### src/rtl/uart_pkg.sv
// Shared UART definitions: tx FSM state encoding, line levels and the
// count-width helper used to size FIFO occupancy counters.
package uart_pkg;

  typedef enum logic [2:0] {
    IDLE   = 3'd0,
    START  = 3'd1,
    DATA   = 3'd2,
    PARITY = 3'd3,
    STOP   = 3'd4
  } tx_state_e;

  localparam logic UART_IDLE_LEVEL  = 1'b1;
  localparam logic UART_START_LEVEL = 1'b0;

  // Width of a counter that must hold 0..depth inclusive.
  function automatic int count_w(input int depth);
    return $clog2(depth) + 1;
  endfunction

endpackage

### src/rtl/uart_tx_fifo.sv
// Synchronous transmit FIFO. Writes while full and reads while empty are
// ignored; a simultaneous push and pop leaves the count unchanged.
// rd_data_o always shows the oldest entry (first-word fall-through).
module uart_tx_fifo
  import uart_pkg::*;
#(
  parameter int DATA_BITS  = 8,
  parameter int FIFO_DEPTH = 4
) (
  input  logic                             clk_i,
  input  logic                             rst_ni,
  input  logic                             wr_en_i,
  input  logic [DATA_BITS-1:0]             wr_data_i,
  input  logic                             rd_en_i,
  output logic [DATA_BITS-1:0]             rd_data_o,
  output logic                             full_o,
  output logic                             empty_o,
  output logic [count_w(FIFO_DEPTH)-1:0]   count_o
);

  localparam int PTR_W = $clog2(FIFO_DEPTH);
  localparam int CNT_W = count_w(FIFO_DEPTH);

  logic [DATA_BITS-1:0] mem_q [FIFO_DEPTH];
  logic [PTR_W-1:0]     wr_ptr_q, rd_ptr_q;
  logic [CNT_W-1:0]     count_q;
  logic                 do_wr, do_rd;

  assign full_o    = (count_q == CNT_W'(FIFO_DEPTH));
  assign empty_o   = (count_q == '0);
  assign count_o   = count_q;
  assign rd_data_o = mem_q[rd_ptr_q];
  assign do_wr     = wr_en_i && !full_o;
  assign do_rd     = rd_en_i && !empty_o;

  // Storage array: no reset needed, contents are qualified by count_q.
  always_ff @(posedge clk_i) begin
    if (do_wr) mem_q[wr_ptr_q] <= wr_data_i;
  end

  // Pointers and occupancy; pointers wrap naturally (depth is a power of 2).
  always_ff @(posedge clk_i) begin
    if (!rst_ni) begin
      wr_ptr_q <= '0;
      rd_ptr_q <= '0;
      count_q  <= '0;
    end else begin
      if (do_wr) wr_ptr_q <= wr_ptr_q + 1'b1;
      if (do_rd) rd_ptr_q <= rd_ptr_q + 1'b1;
      case ({do_wr, do_rd})
        2'b10:   count_q <= count_q + 1'b1;
        2'b01:   count_q <= count_q - 1'b1;
        default: count_q <= count_q;
      endcase
    end
  end

endmodule

### src/rtl/uart_tx_serializer.sv
// UART transmit serialiser: synchronises the divider's uart_clock into a
// one-cycle bit_tick, buffers bytes in uart_tx_fifo and shifts each out as
// start + data (LSB first) + [parity] + stop bits on tx.
// Optional parity bit: define UART_TX_PARITY_EN.
module uart_tx_serializer
  import uart_pkg::*;
#(
  parameter int DATA_BITS  = 8,
  parameter int FIFO_DEPTH = 4,
  parameter int STOP_BITS  = 1,
  parameter int PARITY_ODD = 0
) (
  input  logic                           physical_clock,
  input  logic                           reset_n,
  input  logic                           uart_clock,
  input  logic [DATA_BITS-1:0]           tx_data,
  input  logic                           tx_valid,
  output logic                           tx_ready,
  output logic                           tx,
  output logic                           busy,
  output logic [count_w(FIFO_DEPTH)-1:0] fifo_count,
  output tx_state_e                      dbg_state
);

  localparam int IDX_W = $clog2(DATA_BITS);
  localparam logic [IDX_W-1:0] LAST_IDX  = IDX_W'(DATA_BITS - 1);
  localparam logic             LAST_STOP = 1'(STOP_BITS - 1);

  if (STOP_BITS < 1 || STOP_BITS > 2) begin : g_bad_stop_bits
    $error("STOP_BITS must be 1 or 2");
  end
  if (PARITY_ODD != 0 && PARITY_ODD != 1) begin : g_bad_parity_odd
    $error("PARITY_ODD must be 0 or 1");
  end

  // Handshake: a byte is accepted on any posedge where tx_valid && tx_ready;
  // tx_ready depends only on FIFO occupancy, never on tx_valid.

  logic                 sync1_q, sync2_q, edge_q;
  logic                 bit_tick;
  tx_state_e            state_q, state_d;
  logic                 tx_q, tx_d;
  logic                 busy_q, busy_d;
  logic [DATA_BITS-1:0] shift_q, shift_d;
  logic [IDX_W-1:0]     bit_idx_q, bit_idx_d;
  logic                 stop_cnt_q, stop_cnt_d;
  logic                 fifo_rd_en, fifo_full, fifo_empty;
  logic [DATA_BITS-1:0] fifo_rd_data;
`ifdef UART_TX_PARITY_EN
  logic                 parity_q, parity_d;
`endif

  uart_tx_fifo #(
    .DATA_BITS (DATA_BITS),
    .FIFO_DEPTH(FIFO_DEPTH)
  ) u_fifo (
    .clk_i    (physical_clock),
    .rst_ni   (reset_n),
    .wr_en_i  (tx_valid),
    .wr_data_i(tx_data),
    .rd_en_i  (fifo_rd_en),
    .rd_data_o(fifo_rd_data),
    .full_o   (fifo_full),
    .empty_o  (fifo_empty),
    .count_o  (fifo_count)
  );

  assign tx_ready  = !fifo_full;
  assign tx        = tx_q;
  assign busy      = busy_q;
  assign dbg_state = state_q;
  assign bit_tick  = sync2_q && !edge_q;

  // Synchroniser and edge register; reset high so a high uart_clock at
  // reset release is not mistaken for a rising edge.
  always_ff @(posedge physical_clock) begin
    if (!reset_n) begin
      sync1_q <= 1'b1;
      sync2_q <= 1'b1;
      edge_q  <= 1'b1;
    end else begin
      sync1_q <= uart_clock;
      sync2_q <= sync1_q;
      edge_q  <= sync2_q;
    end
  end

  // FSM state, line driver and shift register.
  always_ff @(posedge physical_clock) begin
    if (!reset_n) begin
      state_q    <= IDLE;
      tx_q       <= UART_IDLE_LEVEL;
      busy_q     <= 1'b0;
      shift_q    <= '0;
      bit_idx_q  <= '0;
      stop_cnt_q <= 1'b0;
`ifdef UART_TX_PARITY_EN
      parity_q   <= 1'b0;
`endif
    end else begin
      state_q    <= state_d;
      tx_q       <= tx_d;
      busy_q     <= busy_d;
      shift_q    <= shift_d;
      bit_idx_q  <= bit_idx_d;
      stop_cnt_q <= stop_cnt_d;
`ifdef UART_TX_PARITY_EN
      parity_q   <= parity_d;
`endif
    end
  end

  // Next-state logic: everything advances only on bit_tick, so a stalled
  // uart_clock freezes the frame in place.
  always_comb begin
    state_d    = state_q;
    tx_d       = tx_q;
    busy_d     = busy_q;
    shift_d    = shift_q;
    bit_idx_d  = bit_idx_q;
    stop_cnt_d = stop_cnt_q;
    fifo_rd_en = 1'b0;
`ifdef UART_TX_PARITY_EN
    parity_d   = parity_q;
`endif
    if (bit_tick) begin
      case (state_q)
        IDLE: begin
          if (!fifo_empty) begin
            fifo_rd_en = 1'b1;
            shift_d    = fifo_rd_data;
`ifdef UART_TX_PARITY_EN
            parity_d   = (^fifo_rd_data) ^ 1'(PARITY_ODD);
`endif
            tx_d       = UART_START_LEVEL;
            busy_d     = 1'b1;
            state_d    = START;
          end
        end
        START: begin
          tx_d      = shift_q[0];
          bit_idx_d = '0;
          state_d   = DATA;
        end
        DATA: begin
          if (bit_idx_q == LAST_IDX) begin
`ifdef UART_TX_PARITY_EN
            tx_d       = parity_q;
            state_d    = PARITY;
`else
            tx_d       = UART_IDLE_LEVEL;
            stop_cnt_d = 1'b0;
            state_d    = STOP;
`endif
          end else begin
            shift_d   = shift_q >> 1;
            tx_d      = shift_q[1];
            bit_idx_d = bit_idx_q + 1'b1;
          end
        end
`ifdef UART_TX_PARITY_EN
        PARITY: begin
          tx_d       = UART_IDLE_LEVEL;
          stop_cnt_d = 1'b0;
          state_d    = STOP;
        end
`endif
        STOP: begin
          if (stop_cnt_q == LAST_STOP) begin
            if (!fifo_empty) begin
              // Back-to-back frame: start bit directly after the last stop bit.
              fifo_rd_en = 1'b1;
              shift_d    = fifo_rd_data;
`ifdef UART_TX_PARITY_EN
              parity_d   = (^fifo_rd_data) ^ 1'(PARITY_ODD);
`endif
              tx_d       = UART_START_LEVEL;
              state_d    = START;
            end else begin
              tx_d    = UART_IDLE_LEVEL;
              busy_d  = 1'b0;
              state_d = IDLE;
            end
          end else begin
            stop_cnt_d = stop_cnt_q + 1'b1;
          end
        end
        default: begin
          tx_d    = UART_IDLE_LEVEL;
          busy_d  = 1'b0;
          state_d = IDLE;
        end
      endcase
    end
  end

endmodule

### config.mk
export PLATFORM = sky130hd
export DESIGN_NAME = uart_tx_serializer
export DESIGN_NICKNAME = d
export VERILOG_FILES = /design/src/rtl/uart_pkg.sv /design/src/rtl/uart_tx_fifo.sv /design/src/rtl/uart_tx_serializer.sv
export SDC_FILE = /design/constraint.sdc
export NUM_CORES = 1
export LEC_CHECK = 0
export CORE_MARGIN = 8
export CORE_UTILIZATION = 60
export CTS_BUF_LIST = sky130_fd_sc_hd__clkbuf_16
export DETAILED_ROUTE_END_ITERATION = 7
export GPL_TIMING_DRIVEN = 0
export PLACE_DENSITY = 0.87
export SLEW_MARGIN = 40
export SYNTH_ARGS = -nofsm -noshare
export SYNTH_HDL_FRONTEND = slang
export SYNTH_SLANG_ARGS = --single-unit
### constraint.sdc
create_clock -name physical_clock -period 4.1 [get_ports physical_clock]
set_clock_uncertainty 0.15 [all_clocks]
set_input_delay 0.615 -clock physical_clock [delete_from_list [all_inputs] [get_ports physical_clock]]
set_output_delay 0.615 -clock physical_clock [all_outputs]
set_load 0.01 [all_outputs]
Word level (Yosys, flattened, before mapping)
Memories as Yosys holds them, arrays and structs flattened. A register that Yosys moved wholly into a read port is not among the register bits. Cells that the tools add are included.

Mux-type cells: 32. Equal/unequal tests: 12. Reduce and logical (&&, ||, !) cells: 19. $add $sub $neg: 6. Bitwise logic cells: 1.

Operator list (count): 2-to-1 mux 8 bit (3); one-hot mux 8 bit (3 select lines) (1); 2-to-1 mux 1 bit (15); 2-to-1 mux 3 bit (4); one-hot mux 3 bit (2 select lines) (2); one-hot mux 3 bit (4 select lines) (1); != test 2 bit (second input constant) (5); equality test 3 bit (second input constant) (3); AND reduction 3 bit (3); AND reduction 4 bit (2); adder 3 x 1 -> 3 bit (second input constant) (2); zero test 3 bit (2); nonzero test 2 bit (3); AND reduction 5 bit (1); adder 2 x 1 -> 2 bit (second input constant) (2); 2-to-1 mux 2 bit (2); one-hot mux 1 bit (2 select lines) (2); one-hot mux 1 bit (4 select lines) (1); equality test 3 x 1 -> 1 bit (second input constant) (1); equality test 3 x 2 -> 1 bit (second input constant) (1); logical AND 1 bit (3); zero test 1 bit (3); one-hot mux 1 bit (3 select lines) (1); nonzero test 3 bit (1); other kinds (6) (6).

Bits in registers: 27. Memory bits (writable): 32. Bits of input ports: 12. Logic and storage cells: 83. Memories kept: 1.

Memory list: u_fifo.mem_q (depth 4, bits a word 8, read ports 1, clocked after memory_dff 1, wr ports 1, line uart_tx_fifo.sv:24) `logic [DATA_BITS-1:0] mem_q [FIFO_DEPTH];`.

Logic depth before layout (Yosys ltp)
Gate-level depths: netlist of run 1.

Word-level depth: 8. Mapped depth: 9. Depth with buffers taken out: 9.

Cells and area by module
A second synthesis of run 1 with hierarchy kept.

Cell total of the unflattened synthesis: 203. Area total of the unflattened synthesis: 2666.3 sq um.

Modules (own cells, without submodules): uart_tx_fifo (area each 1644.1 sq um, seq. area each 1141.1 sq um, instances 1, cells each 96); uart_tx_serializer (area each 1022.2 sq um, seq. area each 380.4 sq um, instances 1, cells each 107).

Least setup slack after synthesis of run 1
Ideal clock, no wire load.

Kind: flip-flop to flip-flop. From: register u_fifo.count_q[2], in the netlist u_fifo.count_o[2]. To: register u_fifo.count_q[2], in the netlist u_fifo.count_o[2]. Slack: 1588 ps. Library setup time: 70 ps. Clock period less this slack: 2512 ps. Arrival: 2292 ps. Cell stages (with the launch flop): 10. Required time: 3880 ps. Cells stage by stage: dfxtp_1 > or3b_1 > and2_1 > inv_1 > ha_1 > inv_1 > fa_1 > xor2_1 > or3_1 > a21oi_1.

Elaborated cells between the ends (all ways): 16.

RTL lines: start, declared (line uart_tx_fifo.sv:26) `logic [CNT_W-1:0] count_q;`; start signal, assigned (line uart_tx_fifo.sv:51) `2'b10: count_q <= count_q + 1'b1;`; start signal, assigned (line uart_tx_fifo.sv:52) `2'b01: count_q <= count_q - 1'b1;`; start signal, assigned (line uart_tx_fifo.sv:53) `default: count_q <= count_q;`; equality test 3 bit (*) (line uart_tx_fifo.sv:29) `assign full_o = (count_q == CNT_W'(FIFO_DEPTH));`; zero test 1 bit (*); via tx_ready (line uart_tx_serializer.sv:18) `output logic tx_ready,`; logical AND 1 bit (*) (line uart_tx_fifo.sv:33) `assign do_wr = wr_en_i && !full_o;`; equality test 2 x 1 -> 1 bit or equality test 2 bit (tied branches) (line uart_tx_fifo.sv:50) `case ({do_wr, do_rd})`; one-hot mux 3 bit (2 select lines) or nonzero test 2 bit (tied branches).

The timed path passes the listed nets; every way through them passes the cells marked *. A chain may end at the register's enable or synchronous reset.

Final worst setup path of run 1
From: register edge_q. To: register u_fifo.count_q[2], in the netlist u_fifo.count_o[2].

Longest elaborated chain between the ends: 6. Elaborated cells between the ends (all ways): 8.

RTL lines: start, declared (line uart_tx_serializer.sv:39) `logic sync1_q, sync2_q, edge_q;`; start signal, assigned (line uart_tx_serializer.sv:84) `edge_q <= sync2_q;`; zero test 1 bit (*) (line uart_tx_serializer.sv:72) `assign bit_tick = sync2_q && !edge_q;`; logical AND 1 bit (*) (line uart_tx_serializer.sv:72); 2-to-1 mux 1 bit (*) (line uart_tx_serializer.sv:126) `if (bit_tick) begin`; logical AND 1 bit (*) (line uart_tx_fifo.sv:34) `assign do_rd = rd_en_i && !empty_o;`; via u_fifo.do_rd (line uart_tx_fifo.sv:27) `logic do_wr, do_rd;`; equality test 2 x 1 -> 1 bit or equality test 2 bit (tied branches) (line uart_tx_fifo.sv:50); one-hot mux 3 bit (2 select lines) or nonzero test 2 bit (tied branches).

Marks and branches as above.

==> summary.md, run 1 <==
| Metric | Value |
|---|---|
| Status | completed |
| Core area | 4030 sq um |
| Post-Syn Area | 2530 sq um |
| Synthesis-to-finish area growth | 21.3% |
| Num Clock Sinks | 60 |
| # H-tree levels | 3 |
| Post-synth EDFFs | 32 |
| Tmin final | 2760 ps |
| Avg WL per Cell | 18.0 microns |
| Placed Cells | approximately 270 |
| CP endpoint kind | flop |
| Chip Width | just over 80 microns |
| Post-Synthesis Mean Instance Area | 12.9 sq um |
| Initial antenna violation count | 0 |
| Share of post-route cells with drive strength above 1 | 0.134 |
| Total track usage | 0.180 |
| Largest net degree at the start of global routing | 13 |
| Rel. slew slack | 0.498 |
| Vias in the first global route | between 1500 and 2000 |
| Power Density | 486 nW/um^2 |
| Via/cell ratio | roughly 5.9 |
| PostCTS Resize Cnt | 0 |
| Total power draw | 1.49 mW |
| DRT Pass-1 Iters | 4 |
| Slew Viols, Final | 0 |
| Num CTS Buffers | 9 |
| Vias | 1655 |
| CP cell instances | nand2b_1 > clkbuf_1 > nor4_2 > ha_1 > inv_1 > fa_1 > xor2_1 > or3_1 > a21oi_1 |
| Area after DPL | 2790 sq um |
| HPWL Detailed | 3120 microns |
| Least-Margin Pin Slew | 747 ps |
| Post-CTS Setup Inserts | 0 |
| # DRC | 0 |
| Hold_buf cts | 0 |
| Total grt overflow | 0 |
| #FFs+latches synth | 60 |
| Clk root buf | clkbuf_16 |
| Top FF cell, synth | edfxtp_1 |
| Synth warnings | 0 |
| Crit Path Category | reg -> reg |
| Clock Latency Late Sink | 330 ps |
| Synth top area share | 0.380 |
| Port bufs | 20 |
| Synth area leader | edfxtp_1 |
| Initial Util | 0.627 |
| Number of setup violations in the final report | 0 |
| Seq/Total Area, Yosys | 0.602 |
| Leakage | 1.08 nW |
| # IOs | 21 |
| Crit path arrival time | 2860 ps |
| Area contributors post-synth | edfxtp_1, dfxtp_1, mux4_2, ha_1, nand2_1 |
| Post-synthesis async set-or-reset flop share | 0 |
| Startpoint types | flop |
| Synth cell types | 39 |
| Setup Total Neg Slack | 0 ps |
| RSZ-0062 raised after global routing | false |
| Most frequent cells in the layout | edfxtp_1, dfxtp_1, clkdlybuf4s50_1, nand2_1, a21oi_1 |
| Final worst path period share | 0.673 |
| Largest stage delay, worst path | about 500 ps |
| CTS clk-pin slew, worst paths | 50 ps |
| Clk buf depth | 2 |
| Slowest-stage cell, CP | nor4_2 |
| Max Cap Viol | 0 |
| Final std cells w/o fill | 282 |
| CTS tree | yes |
| Max Fanout on Critical Path | 10 |
| Peak VDD IR | 0.429 mV |
| Die Ht | 80.9 microns |
| Worst hold path type | reg -> reg |
| WP data required | 4200 ps |
| Ant diodes | 0 |
| Routability cong. | 0.798 |
| Most common cell after layout, fill and taps aside | edfxtp_1 |
| Nets | 247 |
| Fmax achieved | 0.362 GHz |
| Final wirelength | 5090 microns |
| First-pass GRT wire length | 8670 microns |
| Layout Utilization | 0.761 |
| Final ANT Viol Nets | 0 |
| Final hold violations | 0 |
| Die Area | between 6000 and 7000 sq um |
| Post-route cell area | 3070 sq um |
| Std-Cell Rows | 23 |
| Starting DRC count in detailed routing | roughly 150 |
| Post-Syn Nets | roughly 220 |
| Synth Instances | a little under 200 |
## final timing paths
| path | start | to | slack (ps) | cells after the start |
|---|---|---|---|---|
| max | edge_q$_SDFF_PN1_ | u_fifo.count_o[2]$_SDFFE_PN0P_ | 1340 | 9 |
| min | sync1_q$_SDFF_PN1_ | sync2_q$_SDFF_PN1_ | 270 | 1 |
| max reg2reg | edge_q$_SDFF_PN1_ | u_fifo.count_o[2]$_SDFFE_PN0P_ | 1340 | 9 |
| min reg2reg | sync1_q$_SDFF_PN1_ | sync2_q$_SDFF_PN1_ | 270 | 1 |
## critical path, delay by kind of cell (launching register included)
family,cells,cell delay [ps]
simple gates,3,960
fa+ha+maj,2,660
flops,1,320
buf+inv,2,260
xor+xnor,1,160
compound gates,1,160
## sequential cells by signal, indices dropped and copies added, names as in the netlist, named ones only
signal / cells
u_fifo.mem_q: 32
shift_q: 8
bit_idx_q: 3
dbg_state: 3
u_fifo.count_o: 3
u_fifo.rd_ptr_q: 2
u_fifo.wr_ptr_q: 2
busy: 1
edge_q: 1
sync1_q: 1
sync2_q: 1
tx: 1
## area by class of cell
type / count / area, sq um
inverter: 8 / 30.0
tap: 50 / 62.6
fill: 249 / 962
clock inverter: 7 / 51.3
timing repair buffer: 20 / 200
clock buffer: 9 / 225
sequential: 60 / 1520
multi-input combinational: 117 / 907
buffer: 11 / 68.8
## routing by layer
| layer | track usage | part of all wire |
|---|---|---|
| met1 | 0.191 | 0.40 |
| met2 | 0.311 | 0.53 |
| met3 | 0.0684 | 0.051 |
| met4 | 0.0839 | 0.021 |
| met5 | 0 | 0 |
## cell usage after synthesis (2+ instances only)
| master | n |
|---|---|
| edfxtp_1 | 32 |
| dfxtp_1 | 28 |
| nand2_1 | 19 |
| a21oi_1 | 14 |
| nor2_1 | 13 |
| inv_1 | 8 |
| mux4_2 | 8 |
| a311oi_1 | 7 |
| ha_1 | 7 |
| clkbuf_1 | 6 |
| and3_1 | 5 |
| nand2b_1 | 5 |
| o21ai_0 | 5 |
| and2_1 | 3 |
| buf_6 | 3 |
| nor3_1 | 3 |
| a22oi_1 | 2 |
| mux2i_1 | 2 |
| nor2b_1 | 2 |
| nor3b_1 | 2 |
| or3b_1 | 2 |
| xnor2_1 | 2 |
| xor2_1 | 2 |
## cells by family (layout without fill, tap and decap cells)
group / Yosys count / in the layout / synth area share
XOR/XNOR: 4 / 4 / 0.0139
multiplexers: 10 / 10 / 0.0792
AND/OR/NAND/NOR: 58 / 58 / 0.118
flip-flops: 60 / 60 / 0.602
buffers and inverters: 19 / 55 / 0.0391
adder cells (fa/ha/maj): 8 / 8 / 0.0426
AO/OA/AOI/OAI: 37 / 37 / 0.105
## report_power, final
group	internal, mW	switching [mW]
Clock	0.411	0.272
Sequential	0.662	0.0154
Combinational	0.0591	0.0699
Total	1.13	0.357
## through the flow
step / hold slack [ps] / setup slack, ps
after floorplan: 236 / 1590
after global placement: 247 / 1350
after detailed placement: 246 / 1280
after CTS: 270 / 1350
after global routing: 283 / 1080
final: 266 / 1340
Note: power is estimated with default switching activity, not from simulation.
==> inputs of run 2 (changes only) <==
Settings changed: CORE_UTILIZATION 60 to 57, PLACE_DENSITY 0.87 to 0.84.
Clock period 4.1 ns to 2.65 ns, I/O delays scaled along.
==> summary.md, run 2 (same netlist as run 1, synthesis figures left out) <==
| Metric | Value |
|---|---|
| CTS tree | yes |
| Status | completed |
| Clk buf depth | 2 (unchanged) |
| Routed met1 length | 2060 microns (+0.93%) |
| Worst hold path startpoint | sync1_q$_SDFF_PN1_ |
| Num Clock Sinks | 60 (unchanged) |
| Top reg by flops | u_fifo.mem_q |
| Largest net degree at the start of global routing | 12 (-1) |
| Routability cong. | 0.763 (-4.4%) |
| Most used cell, CP | inv_1 |
| CTS clk-pin slew, worst paths | 50 ps (about the same) |
| First-pass GRT wire length | 7740 microns (-11%) |
| # DRC | 0 (unchanged) |
| Final worst path period share | 0.944 (+0.271) |
| Cell Int Power | 2.03 mW (+80%) |
| R2R Path Start | u_fifo.count_o[0]$_SDFFE_PN0P_ |
| Worst reg2reg setup slack | 150 ps (-1190 ps) |
| Metal2 WL | 2220 microns (-17%) |
| Initial Util | 0.584 (-0.0428) |
| Core area | 4320 sq um (+7.3%) |
| Worst setup margin | 148 ps (-1190 ps) |
| Initial antenna violation count | 0 (unchanged) |
| Comb power frac | 0.079 (-0.008) |
| Highest metal layer with signal wires | met4 |
| Crit path arrival time | 2600 ps (-260 ps) |
| Most frequent cells in the layout | edfxtp_1, dfxtp_1, clkdlybuf4s50_1, nand2_1, a21oi_1 |
| Net Switching | 522 uW (+46%) |
| Vias | 1604 (-3.1%) |
| Share of post-route cells with drive strength above 1 | 0.155 (+0.0209) |
| # IOs | 21 (unchanged) |
| RSZ-0062 raised after global routing | false |
| Startpoint types | flop |
| Final ANT Viol Nets | 0 (unchanged) |
| Rel. slew slack | 0.479 (-0.0190) |
| Die Ht | 82.6 microns (+2.1%) |
| Clock Latency Late Sink | 320 ps (about the same) |
| HPWL Detailed | 3020 microns (-3.2%) |
| WP data required | 2750 ps (-1450 ps) |
| Die Area | 6820 sq um (+4.2%) |
| Clk root buf | clkbuf_16 |
| Least-Margin Pin Slew | 775 ps (+28.3 ps) |
| # fillers | 306 (+23%) |
| Crit Path Category | reg -> reg |
| Num CTS Buffers | 9 (unchanged) |
| Sequential power share | 0.410 (-0.045) |
| Hold Path Depth | 1 (unchanged) |
| Sw frac | 0.204 (-0.0356) |
| Biggest regs | u_fifo.mem_q (32), shift_q (8) |
| Slowest-stage cell, CP | or3b_4 |
| Max Cap Viol | 0 (unchanged) |
| Max Fanout on Critical Path | 6 (-4) |
| Max reg flops | 32 (unchanged) |
| Number of setup violations in the final report | 0 (unchanged) |
| Place WS | -53.3 ps (-1330 ps) |
| Slew Viols, Final | 0 (unchanged) |
| Ant diodes | 0 (unchanged) |
| Final hold violations | 0 (unchanged) |
| Starting DRC count in detailed routing | 99 (-33%) |
| Most common cell after layout, fill and taps aside | edfxtp_1 |
| Vias in the first global route | 1599 (-9.3%) |
| Clock network power share | 0.512 (+0.053) |
| Leakage | 1.13 nW (+4.7%) |
| Total grt overflow | 0 (unchanged) |
| Total power draw | 2.55 mW (+72%) |
| Final wirelength | 4690 microns (-7.9%) |
| DRT Pass-1 Iters | 4 (unchanged) |
| Port bufs | 20 (unchanged) |
| Power Density | 808 nW/um^2 (+66%) |
| Worst hold path type | reg -> reg |
| # H-tree levels | 3 (unchanged) |
| Crit Reg-Reg Endpoint | u_fifo.count_o[2]$_SDFFE_PN0P_ |
| CP cell instances | or3b_4 > and2_1 > inv_1 > ha_1 > inv_1 > fa_1 > xor2_1 > or3_1 > a21oi_1 |
| Nets | 248 (+0.40%) |
| Std-Cell Rows | 24 (+4.3%) |
| Synthesis-to-finish area growth | 25.0% |
| R2R cell count | 9 (unchanged) |
| Hold_buf cts | 0 (unchanged) |
| Largest stage delay, worst path | 440 ps (-60 ps) |
| Tmin final | 2500 ps (-259 ps) |
| DR WL met3 | 309 microns (+19%) |
| Fmax achieved | 0.400 GHz (+10%) |
| Avg WL per Cell | 16.4 microns (-8.9%) |
| Peak VDD IR | 0.604 mV (+41%) |
| Chip Width | 82.6 microns (+2.1%) |
| Total track usage | 0.152 (-0.0283) |
| CP endpoint kind | flop |
| Via/cell ratio | 5.63 (-4.1%) |
| Hold EP | sync2_q$_SDFF_PN1_ |
[run 2: per-layer routing]
metal | vias to the layer above | global-route usage
met2 | 49 | 0.242
li1 | 789 | -
met5 | - | 0
met3 | 11 | 0.0379
met1 | 755 | 0.191
met4 | 0 | 0.0724
[run 2: power groups by stage]
stage | Combinational [mW] | Sequential [mW] | Clock, mW
after global routing | 0.221 | 1.05 | 1.36
after floorplan | 0.124 | 1.06 | 0
after detailed placement | 0.196 | 1.06 | 0
after CTS | 0.202 | 1.05 | 1.32
final | 0.201 | 1.05 | 1.31
after global placement | 0.193 | 1.06 | 0
[run 2: through the flow]
stage	area, sq um	std cells	TNS [ps]	utilization	hold WS, ps
final	3160	285	0	0.731	271
after CTS	3140	284	0	0.727	273
after global placement	2790	268	0	0.646	253
after detailed placement	2790	268	-53.3	0.646	260
after global routing	3160	285	0	0.731	302
after floorplan	2530	196	0	-	236
[run 2: area by class of cell]
class	instances	area [sq um]	area share
inverters	8	30.0	0.00950
repair buffers	22	215	0.0681
plain buffers	10	65.1	0.0206
clock inverters	7	116	0.0368
flip-flops and latches	60	1520	0.482
multi-input cells	117	921	0.291
clock buffers	9	225	0.0713
well taps	52	65.1	0.0206
[run 2: worst max path at each step]
stage | slack, ps | to | from | cells after the start
final | 150 | u_fifo.count_o[2]$_SDFFE_PN0P_ | u_fifo.count_o[0]$_SDFFE_PN0P_ | 9
after global routing | 20 | u_fifo.count_o[2]$_SDFFE_PN0P_ | u_fifo.count_o[0]$_SDFFE_PN0P_ | 9
after CTS | 70 | u_fifo.count_o[2]$_SDFFE_PN0P_ | u_fifo.count_o[2]$_SDFFE_PN0P_ | 9
after detailed placement | -50 | u_fifo.count_o[2]$_SDFFE_PN0P_ | edge_q$_SDFF_PN1_ | 9
after global placement | 20 | u_fifo.count_o[2]$_SDFFE_PN0P_ | edge_q$_SDFF_PN1_ | 9
after floorplan | 140 | u_fifo.count_o[2]$_SDFFE_PN0P_ | u_fifo.count_o[2]$_SDFFE_PN0P_ | 9
[run 2: critical path, delay by kind of cell (launching register included)]
kind | cells | cell delay, ps
AO/OA/AOI/OAI | 1 | 130
flip-flops | 1 | 350
adder cells (fa/ha/maj) | 2 | 550
XOR/XNOR | 1 | 150
buffers and inverters | 2 | 140
AND/OR/NAND/NOR | 3 | 950
[run 2: timing repair]
action / in CTS / in global routing
buffers inserted: 0 / 2
setup endpoints to repair: 1 / 1
cloned: 0 / 0
pin swaps: 0 / 1
gates resized for setup: 1 / 3
